===== src/rtl/red_pitaya_na_sweeper.sv =====
// rtl/red_pitaya_na_sweeper.sv - network-analyzer sweep bus initiator for one IQ block
module red_pitaya_na_sweeper #(
  parameter int PHASEBITS = 32,
  parameter int PTSBITS   = 16,
  parameter int TIMEOUT   = 1024
) (
  input  logic                 clk_i,
  input  logic                 rstn_i,
  input  logic                 start_i,
  input  logic                 abort_i,
  input  logic [PHASEBITS-1:0] f_start_i,
  input  logic [PHASEBITS-1:0] f_step_i,
  input  logic [PTSBITS-1:0]   points_i,
  output logic                 busy_o,
  output logic                 done_o,
  output logic                 error_o,
  output logic [15:0]          m_addr_o,
  output logic                 m_wen_o,
  output logic                 m_ren_o,
  output logic [31:0]          m_wdata_o,
  input  logic                 m_ack_i,
  input  logic [31:0]          m_rdata_i,
  output logic                 pt_valid_o,
  input  logic                 pt_ready_i,
  output logic [PTSBITS-1:0]   pt_idx_o,
  output logic [61:0]          pt_i_o,
  output logic [61:0]          pt_q_o
);

  localparam int          TW        = $clog2(TIMEOUT + 1);
  localparam logic [15:0] FREQ_ADDR = 16'h0108;
  localparam logic [15:0] DATA_ADDR = 16'h0140;

  typedef enum logic [2:0] {IDLE, WR_REQ, WR_WAIT, RD_REQ, RD_WAIT, PUSH} state_t;

  state_t               state;
  state_t               state_next;
  logic [PHASEBITS-1:0] freq;
  logic [PHASEBITS-1:0] f_step;
  logic [PTSBITS-1:0]   points;
  logic [PTSBITS-1:0]   idx;
  logic [1:0]           word;
  logic [30:0]          w0, w1, w2, w3;
  logic [TW-1:0]        timer;

  logic launch;
  logic zero_sweep;
  logic capture;
  logic handshake;
  logic timed_out;
  logic expired;
  logic last_point;

  // timer counts cycles since the request; expiry leaves room for an ack on the same cycle
  assign expired    = (timer >= TW'(TIMEOUT - 1));
  assign last_point = (idx == points - PTSBITS'(1));

  // next-state and per-cycle control decisions; abort overrides everything outside IDLE
  always_comb begin
    state_next = state;
    launch     = 1'b0;
    zero_sweep = 1'b0;
    capture    = 1'b0;
    handshake  = 1'b0;
    timed_out  = 1'b0;
    unique case (state)
      IDLE: begin
        if (start_i && !abort_i) begin
          if (points_i != '0) begin
            launch     = 1'b1;
            state_next = WR_REQ;
          end else begin
            zero_sweep = 1'b1;
          end
        end
      end
      WR_REQ: state_next = WR_WAIT;
      WR_WAIT: begin
        if (m_ack_i) begin
          state_next = RD_REQ;
        end else if (expired) begin
          timed_out  = 1'b1;
          state_next = IDLE;
        end
      end
      RD_REQ: state_next = RD_WAIT;
      RD_WAIT: begin
        if (m_ack_i) begin
          if (word == 2'd0 && m_rdata_i[31]) begin
            state_next = RD_REQ;
          end else begin
            capture    = 1'b1;
            state_next = (word == 2'd3) ? PUSH : RD_REQ;
          end
        end else if (expired) begin
          timed_out  = 1'b1;
          state_next = IDLE;
        end
      end
      PUSH: begin
        if (pt_ready_i) begin
          handshake  = 1'b1;
          state_next = last_point ? IDLE : WR_REQ;
        end
      end
      default: state_next = IDLE;
    endcase
    if (state != IDLE && abort_i) begin
      state_next = IDLE;
      capture    = 1'b0;
      handshake  = 1'b0;
      timed_out  = 1'b0;
    end
  end

  // state register
  always_ff @(posedge clk_i or negedge rstn_i) begin
    if (!rstn_i) state <= IDLE;
    else         state <= state_next;
  end

  // sweep datapath: frequency/index stepping, word capture, timeout timer and status flags
  always_ff @(posedge clk_i or negedge rstn_i) begin
    if (!rstn_i) begin
      freq    <= '0;
      f_step  <= '0;
      points  <= '0;
      idx     <= '0;
      word    <= '0;
      w0      <= '0;
      w1      <= '0;
      w2      <= '0;
      w3      <= '0;
      timer   <= '0;
      done_o  <= 1'b0;
      error_o <= 1'b0;
    end else begin
      done_o <= 1'b0;
      if (launch) begin
        freq    <= f_start_i;
        f_step  <= f_step_i;
        points  <= points_i;
        idx     <= '0;
        error_o <= 1'b0;
      end
      if (zero_sweep) begin
        done_o  <= 1'b1;
        error_o <= 1'b0;
      end
      if (state == WR_REQ || state == RD_REQ) timer <= TW'(1);
      else if (state == WR_WAIT || state == RD_WAIT) timer <= timer + TW'(1);
      if (state == WR_WAIT && m_ack_i) word <= '0;
      if (capture) begin
        unique case (word)
          2'd0: w0 <= m_rdata_i[30:0];
          2'd1: w1 <= m_rdata_i[30:0];
          2'd2: w2 <= m_rdata_i[30:0];
          default: w3 <= m_rdata_i[30:0];
        endcase
        word <= word + 2'd1;
      end
      if (handshake) begin
        freq <= freq + f_step;
        idx  <= idx + PTSBITS'(1);
        if (last_point) done_o <= 1'b1;
      end
      if (timed_out) error_o <= 1'b1;
    end
  end

  // bus address/data are held for the whole request-to-ack window
  always_comb begin
    m_addr_o  = '0;
    m_wdata_o = '0;
    case (state)
      WR_REQ, WR_WAIT: begin
        m_addr_o  = FREQ_ADDR;
        m_wdata_o = 32'(freq);
      end
      RD_REQ, RD_WAIT: m_addr_o = DATA_ADDR + {12'd0, word, 2'b00};
      default: ;
    endcase
  end

  assign busy_o     = (state != IDLE);
  assign m_wen_o    = (state == WR_REQ);
  assign m_ren_o    = (state == RD_REQ);
  assign pt_valid_o = (state == PUSH);
  assign pt_idx_o   = idx;
  assign pt_i_o     = {w1, w0};
  assign pt_q_o     = {w3, w2};

endmodule

===== config.mk =====
export PLATFORM = sky130hd
export DESIGN_NAME = red_pitaya_na_sweeper
export DESIGN_NICKNAME = d
export VERILOG_FILES = /design/src/rtl/red_pitaya_na_sweeper.sv
export SDC_FILE = /design/constraint.sdc
export NUM_CORES = 1
export LEC_CHECK = 0
export BUFFER_PORTS_ARGS = -buffer_cell sky130_fd_sc_hd__buf_4
export CAP_MARGIN = 25
export CORE_MARGIN = 2
export CORE_UTILIZATION = 49
export DETAILED_ROUTE_END_ITERATION = 10
export PLACE_DENSITY = 0.75
export SKIP_LAST_GASP = 1
export SLEW_MARGIN = 40
export SYNTH_ARGS = -nofsm -noshare
export SYNTH_HDL_FRONTEND = slang
export SYNTH_SLANG_ARGS = --single-unit

===== constraint.sdc =====
create_clock -name clk_i -period 7.53 [get_ports clk_i]
set_input_delay 0.753 -clock clk_i [delete_from_list [all_inputs] [get_ports clk_i]]
set_output_delay 0.753 -clock clk_i [all_outputs]
set_load 0.01 [all_outputs]

### Yosys cells after proc, flatten, opt, wreduce, memory -nomap -nowiden

Cells that the tools add are included.
W data, S select, Z words.

| word-level totals | value |
|---|---|
| bits of input ports | 118 |
| logic and storage cells | 101 |
| output and inout bits | 194 |
| register bits after elaboration | 238 |

| cells by class | value |
|---|---|
| $lt $le $gt $ge | 1 |
| bitwise logic cells | 1 |
| equal/unequal tests | 12 |
| mux-type cells | 44 |
| reductions and logical operators | 24 |
| $add $sub $neg | 6 |

Operators by type and width:

| operator | count |
|---|---|
| $mux W32 | 3 |
| $add A32 B32 Y32 | 1 |
| $mux W16 | 2 |
| $mux W3 | 9 |
| $mux W1 | 24 |
| $mux W11 | 2 |
| $pmux W10 S2 | 1 |
| $pmux W3 S6 | 1 |
| $add A16 B1 Y16 const B | 1 |
| $eq A16 B16 Y1 | 1 |
| $reduce_bool A16 Y1 | 1 |
| $sub A16 B1 Y16 const B | 1 |
| $add A11 B1 Y11 const B | 1 |
| $ge A11 B10 Y1 const B | 1 |
| $add A9 B4 Y10 const A | 1 |
| $reduce_and A2 Y1 | 4 |
| $eq A3 B2 Y1 const B | 2 |
| $eq A3 B3 Y1 const B | 2 |
| $ne A3 B3 Y1 const B | 2 |
| $reduce_bool A2 Y1 | 3 |
| $reduce_bool A3 Y1 | 2 |
| $reduce_or A2 Y1 | 3 |
| $eq A2 B2 Y1 const B | 2 |
| $logic_and A1 B1 Y1 | 4 |
| other kinds (12) | 14 |

### Depth between registers and ports, before layout

Gate-level depths: netlist (run 1).

| depth | value |
|---|---|
| depth in word-level cells | 7 |
| mapped depth | 13 |
| gate-level depth less buffers | 13 |

### Worst setup path after synthesis (run 1)

No wires, ideal clock.

| path | value |
|---|---|
| kind | register -> register |
| start point | register points[4] |
| end point | register state[0] |
| setup slack | 4.395 ns |
| path buffers | 0 |
| required time | 7.408 ns |
| period minus slack after synthesis | 3.135 ns |
| arrival time | 3.013 ns |
| stages on the path, launching flop included | 10 |
| library setup time | 0.122 ns |
| cells stage by stage | dfrtp_1 or3_4 or4_4 or4_4 or3b_1 a31oi_1 o21ai_1 or4_4 a21oi_2 o21ai_1 |

| on the way | value |
|---|---|
| longest elaborated chain between the ends | 6 |

RTL lines:

| what | line | text |
|---|---|---|
| start, declared | 40 | `logic [PTSBITS-1:0] points;` |
| start signal, assigned | 142 | `points <= points_i;` |
| $sub A16 B1 Y16 | 56 | `assign last_point = (idx == points - PTSBITS'(1));` |
| $eq A16 B16 Y1 | 56 |  |
| $mux W1 | 103 | `state_next = last_point ? IDLE : WR_REQ;` |
| $mux W3 | 101 | `if (pt_ready_i) begin` |
| $pmux W3 S6 | 66 | `unique case (state)` |
| $mux W3 | 108 | `if (state != IDLE && abort_i) begin` |
| end signal, assigned | 119 | `else state <= state_next;` |
| end, declared | 36 | `state_t state;` |

Every way passes these cells. The select of a mux whose other input is x is not followed.
A chain may end at the register's enable or synchronous reset.

### Worst setup path after layout (run 1)

| path | value |
|---|---|
| start point | register state[1] |
| end point | register freq[31] |

| on the way | value |
|---|---|
| longest elaborated chain between the ends | 4 |
| elaborated cells between the ends (all ways) | 9 |
| those cells by class | 1 x eq/ne; 4 x mux; 4 x reduce/logical |

RTL lines:

| what | line | text |
|---|---|---|
| $eq A3 B3 Y1 or $reduce_bool A3 Y1 (tied branches) | 66, 108 |  |
| $mux W1 or $logic_and A1 B1 Y1 (tied branches) | 66, 108 |  |
| $mux W1 | 108 |  |
| $mux W32 or $reduce_bool A2 Y1 (tied branches) | - |  |
| end signal, assigned | 140 | `freq <= f_start_i;` |
| end signal, assigned | 163 | `freq <= freq + f_step;` |
| end, declared | 38 | `logic [PHASEBITS-1:0] freq;` |

Parallel ways exist; a longest one is shown, timed or not.

==> reports/results.md, run 1 <==
* insertion delay of the later-clocked pin in the worst-skew pair: 0.54 ns
* Die Y-Extent: 160 um
* DR pass1 iterations: 5
* H-tree level count: 1
* Main synth FF type: dfrtp_1
* Setup crit end kind: register
* antenna violations before repair: 0
* share of the synthesized area in the top cell type: 49.7%
* count of antenna diodes in the layout: 0
* most numerous cell in the Yosys netlist: dfrtp_1
* leakage: 0.00803 uW
* hold-fix buffer count after cts: 0
* flop and latch count out of synthesis: 238
* antenna viol nets, final: 0
* synth cell count leaders: dfrtp_1, nand2_1, mux2_2
* maximum number of pins on one net before global-route repair: 76
* # rows: 57
* via count: 9834
* Final min period: 3.28 ns
* placed wire-length estimate: 22.7 mm
* fraction of the cycle the final worst path needs: 43.6%
* total number of yosys warnings: 0
* relative max-transition margin: 53.0%
* GRT Overall Usage: 24.7%
* buffer count from post-CTS setup fixing: 0
* via count of the first global-routing pass: 9794
* clk_skew: 0.0114 ns
* peak fanout along the critical path: 46
* outcome: finished, final reports clean
* count of endpoints failing hold in the final timing report: 0
* synthesized area per cell: 10.3 um^2
* leading post-synthesis cells by cell area: dfrtp_1, mux2_2, nand2_1
* buffer levels on the longest clock path: 3
* fraction of registers with async set or reset after synthesis: 100%
* Mapped Cells: 1160
* final max-slew violation count: 0
* DRC marker count from the first detailed-route iteration: 718
* sequential-to-total area share from yosys stat: 49.7%
* proportion of layout cells with a drive suffix above 1: 34.0%
* synthesized cell area: 12000 um^2
* worst slew pin tran: 0.703 ns
* fin util: 63.6%
* sum of routed wire length over all layers: 32.6 mm
* TritonCTS clock tree: yes
* Via-to-Cell Ratio: 5.51
* worst reg2reg setup slack: 4.25 ns
* TritonCTS Buffers: 27
* total power per unit cell area: 239 nW/um^2
* Total Neg Setup Slack: 0 ns
* RSZ-0062 raised after global routing: no
* post-CTS clock slew at the launch and capture registers of the worst setup and hold paths: 0.06 ns
* root cell of the clock tree: clkbuf_16
* number of flops mapped to enable cells by yosys: 0
* Hold WC Path Type: in2async
* synth unique cells: 64
* Area growth, synth to finish: 28.4%
* WP data arrival: 3.71 ns
* Setup-failing EPs final: 0
* sinks on the clock net: 238
* Die ar.: 25700 um^2
* chip width: 160 um
* number of nets in the layout: 1603
* library cell with the largest summed area after synthesis: dfrtp_1
* Top-Level Pins: 312
* gp weighted congestion: 0.866
* GR Overflow Total: 0
* placeable core region: 24200 um^2
* Max Fclk: 0.305 GHz
* CP Data Required Time: 7.96 ns
* max-cap violations: 0
* remaining routing DRC violations: 0
* first-pass GRT wire length: 51.7 mm
* Worst Setup Start Kind: register
* peak ir drop on the vdd network: 0.182 mV
* average wire length per cell after detail routing: 18.2 um
* critical path start-end classification: reg2reg
* effective utilization at floorplan: 49.5%
* buffers added on ports: 299
* total of cells resized after clock tree synthesis: 0
final cells by class:
| type | count | area, um^2 |
|---|---|---|
| clock inverters | 10 | 62.6 |
| multi-input cells | 848 | 5720 |
| repair buffers | 312 | 2390 |
| fillers | 1991 | 8800 |
| flip-flops and latches | 238 | 5960 |
| clock buffers | 36 | 769 |
| well taps | 324 | 405 |
| inverters | 18 | 67.6 |
cell families (layout without fill, tap and decap cells):
family | after synthesis | count (layout) | synth area share [%]
mux | 129 | 129 | 12.1
simple gates | 392 | 392 | 15.2
compound gates | 226 | 226 | 12.0
buf+inv | 85 | 376 | 3.13
flops | 238 | 238 | 49.7
fa+ha+maj | 40 | 40 | 4.24
xor+xnor | 49 | 49 | 3.58
other cells | 1 | 12 | 0.0313
power by group:
group          leakage (uW)  internal (uW)  switching [uW]  total [uW]
Clock              0.000412            712             532        1240
Combinational       0.00443            423             509         932
Sequential          0.00319           1390             104        1490
Total               0.00803           2530            1140        3670
per-stage QoR:
stage	hold slack (ns)	cell area, um^2	std cells	worst slack (ns)	power [uW]
2_1_floorplan	0.441	12000	1171	4.40	2140
3_3_place_gp	0.461	14500	1738	3.95	2400
3_5_place_dp	0.469	14500	1739	3.80	2430
4_1_cts	0.104	15300	1785	3.76	3690
5_1_grt	0.123	15400	1786	4.02	3870
6_report	0.105	15400	1786	4.25	3670
worst max-delay path, cell delays in order (launching register included):
cell and delay (ns):
dfrtp_1 0.55, nor3_1 0.39, nand3b_1 0.23, nor2b_4 0.34, buf_16 0.21, buf_4 0.46, nor2_2 0.12, buf_4 0.28
a41o_1 0.25, a221o_1 0.30
worst paths after layout:
kind                       depth (start not counted)    endpoint    startpoint
setup / recovery                                   9    freq[31]      state[1]
hold / removal                                     1     freq[3]        rstn_i
setup reg to reg                                   9    freq[31]      state[1]
hold reg to reg                                    2  f_step[20]    f_step[20]
max in group asynchronous                          2      w2[30]        rstn_i
min in group clk_i                                 3  f_step[12]  f_step_i[12]
per-layer routing:
layer	routed length [um]	up-vias	part of all wire [%]	global-route usage (%)
li1	-	4639	-	-
met1	13700	4786	42	32.6
met2	15500	341	48	40.9
met3	2290	68	7.0	5.66
met4	999	0	3.1	7.94
met5	0	-	0	0
flip-flops by register name, indices dropped and copies added, names as in the netlist:
register and flops:
done_o 1, error_o 1, f_step 32, freq 32, points 16, pt_idx_o 16, state 3, timer 11
w0 31, w1 31, w2 31, w3 31, word 2
cells in the final DEF, fill, tap and decap left out, drive strengths merged, types with 5 or more instances in the layout:
master,netlist,layout
a211oi,6,6
a21o,21,21
a21oi,39,39
a22oi,26,26
a311oi,5,5
a31oi,7,7
and2,34,34
and3,12,12
buf,15,312
clkbuf,52,36
clkinv,0,6
conb,1,12
dfrtp,238,238
ha,39,39
inv,18,20
mux2,126,126
nand2,204,204
nand2b,6,6
nand3,22,22
nand3b,5,5
nand4,7,7
nor2,49,49
nor2b,9,9
nor3,17,17
nor4,9,9
o21ai,79,79
o22ai,5,5
or4,5,5
xnor2,29,29
xor2,20,20
No activity file was read; power rests on OpenSTA's default activity.
==> run 2, diff against run 1 <==
--- a/config.mk
+++ b/config.mk
@@ -8,9 +8,9 @@
 export BUFFER_PORTS_ARGS = -buffer_cell sky130_fd_sc_hd__buf_4
 export CAP_MARGIN = 25
 export CORE_MARGIN = 2
-export CORE_UTILIZATION = 49
+export CORE_UTILIZATION = 48
 export DETAILED_ROUTE_END_ITERATION = 10
-export PLACE_DENSITY = 0.75
+export PLACE_DENSITY = 0.76
 export SKIP_LAST_GASP = 1
 export SLEW_MARGIN = 40
 export SYNTH_ARGS = -nofsm -noshare
==> constraint.sdc (replaced) <==
create_clock -name clk_i -period 2.7 [get_ports clk_i]
set_input_delay 0.27 -clock clk_i [delete_from_list [all_inputs] [get_ports clk_i]]
set_output_delay 0.27 -clock clk_i [all_outputs]
set_load 0.01 [all_outputs]
==> run 2 against run 1 <==
The run now ends with negative setup slack left. Sequential power grew to 2.8 times the previous value. Largest power group unchanged. Cell area increased by 14%. Die area grew 2.0%. Utilization up 8.3 points. Flip-flop and latch count unchanged.
==> reports/results.md, run 2 (same netlist as run 1, synthesis figures left out) <==
* fin util: 71.9%, +8.3 points
* placeable core region: 24400 um^2, +0.89%
* Die ar.: 26200 um^2, +2.0%
* H-tree level count: 1, unchanged
* net switching share of the total power: 30.7%, -0.48 points
* buffers added on ports: 299, unchanged
* clk_skew: 0.0124 ns, +0.00101 ns
* relative max-transition margin: 53.7%, +0.74 points
* RSZ-0062 raised after global routing: yes
* sequential cell area in the final layout: 5960 um^2, about the same
* detailed route wirelength on metal2: 19.3 mm, +24%
* Setup-failing EPs final: 7, +7
* Comb power frac: 31.4%, +6.0 points
* peak ir drop on the vdd network: 0.559 mV, +210%
* chip width: 162 um, +1.0%
* Top-Level Pins: 312, unchanged
* violated checks: negative setup slack
* Total Neg Setup Slack: -0.945 ns, -0.945 ns
* DR pass1 iterations: 6, +1
* cell repeated most along the worst path: or4_4
* Post-Layout Inst Area: 17500 um^2, +14%
* number of nets in the layout: 1794, +12%
* crit path cell chain: or3_4 > or4_4 > or4_4 > or3b_1 > a31oi_1 > o21ai_1 > or4_4 > a21oi_2 > o21ai_1
* GRT Overall Usage: 28.5%, +3.7 points
* number of fillers in the final layout: 1723, -13%
* most frequent cells in the layout: buf_4, dfrtp_1, nand2_1, mux2_2, dlygate4sd3_1
* Net Switching: 3650 uW, +220%
* sinks on the clock net: 238, unchanged
* wire length the detailed router placed on met1: 15.0 mm, +9.2%
* peak fanout along the critical path: 2, -96%
* outcome: finished, violations left
* total internal power: 8230 uW, +230%
* leakage: 0.00903 uW, +13%
* total power per unit cell area: 677 nW/um^2, +180%
* antenna viol nets, final: 0, unchanged
* final max-slew violation count: 0, unchanged
* cell area after placement: 15200 um^2, +4.4%
* CP Data Required Time: 3.12 ns, -4.84 ns
* wire length on met3: 2.60 mm, +14%
* TritonCTS Buffers: 26, -3.7%
* gp weighted congestion: 0.904, +4.4%
* sum of routed wire length over all layers: 38.2 mm, +17%
* WP data arrival: 3.51 ns, -0.20 ns
* biggest registers after layout: f_step (32), freq (32)
* Clock power frac: 33.7%, -0.2 points
* hold_sp: m_rdata_i[8]
* proportion of layout cells with a drive suffix above 1: 37.9%, +3.9 points
* root cell of the clock tree: clkbuf_16
* Via-to-Cell Ratio: 5.53, +0.51%
* Hold WC Path Type: in2reg
* insertion delay of the later-clocked pin in the worst-skew pair: 0.54 ns, about the same
* max-cap violations: 0, unchanged
* buffer levels on the longest clock path: 3, unchanged
* placed wire-length estimate: 24.7 mm, +8.6%
* GR Overflow Total: 0, unchanged
* launching point of the worst reg2reg path: points[6]
* average wire length per cell after detail routing: 19.3 um, +5.8%
* Worst Setup Start Kind: register
* area occupied by multi-input gates: 6010 um^2, +5.1%
* Critical Path Max Stage Delay: 0.49 ns, -0.06 ns
* Slowest-stage cell, CP: or4_4
* post-CTS clock slew at the launch and capture registers of the worst setup and hold paths: 0.07 ns, about the same
* Final min period: 3.09 ns, -0.187 ns
* # rows: 57, unchanged
* PnR Total Power: 11900 uW, +220%
* fraction of power consumed by sequential logic: 34.9%, -5.8 points
* DRC marker count from the first detailed-route iteration: 646, -10%
* worst path setup slack after routing: -0.393 ns, -4.64 ns
* r2r worst-path depth: 9, unchanged
* beginning of the critical path: points[6]
* maximum number of pins on one net before global-route repair: 67, -12%
* remaining routing DRC violations: 0, unchanged
* fraction of the cycle the final worst path needs: 115%, +71 points
* worst hold margin: 0.0168 ns, -0.0883 ns
* TritonCTS clock tree: yes
* instance count along the most critical hold path: 2
* most common library cell in the layout ignoring fill and taps: buf_4
* highest metal layer with signal wires: met4
* critical path start-end classification: reg2reg
* number of buffer and inverter stages on the critical path: 0, -3
* Setup crit end kind: register
* Die Y-Extent: 162 um, +1.0%
* first-pass GRT wire length: 59.7 mm, +15%
* via count: 11000, +11%
* CP delay by family, top: simple AND/OR/NAND/NOR gates
* Area growth, synth to finish: 46.5%
* via count of the first global-routing pass: 11200, +14%
* effective utilization at floorplan: 49.1%, -0.43 points
* logic depth of the worst path, buffers included: 9, unchanged
* count of endpoints failing hold in the final timing report: 0, unchanged
* worst slew pin tran: 0.691 ns, -0.0119 ns
* antenna violations before repair: 1, +1
* Max Fclk: 0.323 GHz, +6.0%
## run 2: cell types whose count changed in the layout (fill, tap and decap cells not counted), sizes merged
| cell | previous run | this run |
|---|---|---|
| bufinv | 0 | 6 |
| diode | 0 | 1 |
| buf | 312 | 400 |
| dlygate4sd3 | 0 | 104 |
| clkinvlp | 2 | 0 |
| clkinv | 6 | 7 |
| inv | 20 | 19 |
| clkbuf | 36 | 33 |
## run 2: stage by stage
stage | setup slack [ns] | std cells
6_report | -0.393 | 1980
2_1_floorplan | -0.299 | 1171
4_1_cts | -0.401 | 1976
5_1_grt | -0.461 | 1979
3_3_place_gp | -0.335 | 1815
3_5_place_dp | -0.407 | 1815
## run 2: layout make-up
type	instances	area share [%]
tap	324	2.31
antenna	1	0.0143
multi-input combinational	848	34.3
inverter	18	0.385
clock buffer	33	4.14
sequential	238	34.0
timing repair buffer	504	23.6
clock inverter	14	1.36
## run 2: power by group through the flow
stage / Sequential (uW) / Clock [uW] / Combinational [uW]
floorplan: 4140 / 0 / 1850
global placement: 4160 / 0 / 3040
detailed placement: 4180 / 0 / 3100
CTS: 4130 / 4050 / 3430
global route: 4180 / 4240 / 4070
finish: 4140 / 4010 / 3730
## run 2: timing repair
| action | in CTS | in global routing |
|---|---|---|
| setup endpoints to repair | 13 | 19 |
| setup buffers | 10 | 5 |
| gates resized for setup | 30 | 36 |
| hold buffers | 104 | 0 |
| pin swaps | 25 | 29 |
| hold endpoints to repair | 245 | 0 |
## run 2: worst paths after layout
| check | endpoint | slack [ns] |
|---|---|---|
| setup / recovery | state[0] | -0.39 |
| hold / removal | w1[8] | 0.02 |
| setup reg to reg | state[0] | -0.39 |
| hold reg to reg | timer[9] | 0.48 |
| max in group asynchronous | f_step[20] | 1.62 |
| min in group asynchronous | f_step[5] | 0.28 |
## run 2: per-layer routing
layer,vias up,GRT usage (%)
met2,412,49.3
met4,0,10.2
met5,-,0
li1,5027,-
met1,5415,35.3
met3,104,5.95
## run 2: worst reg2reg max path, delay by kind of cell, from the launching register on
| kind | cells | cell delay (ns) |
|---|---|---|
| AND/OR/NAND/NOR | 5 | 2.12 |
| AO/OA/AOI/OAI | 4 | 0.48 |
| flip-flops | 1 | 0.38 |
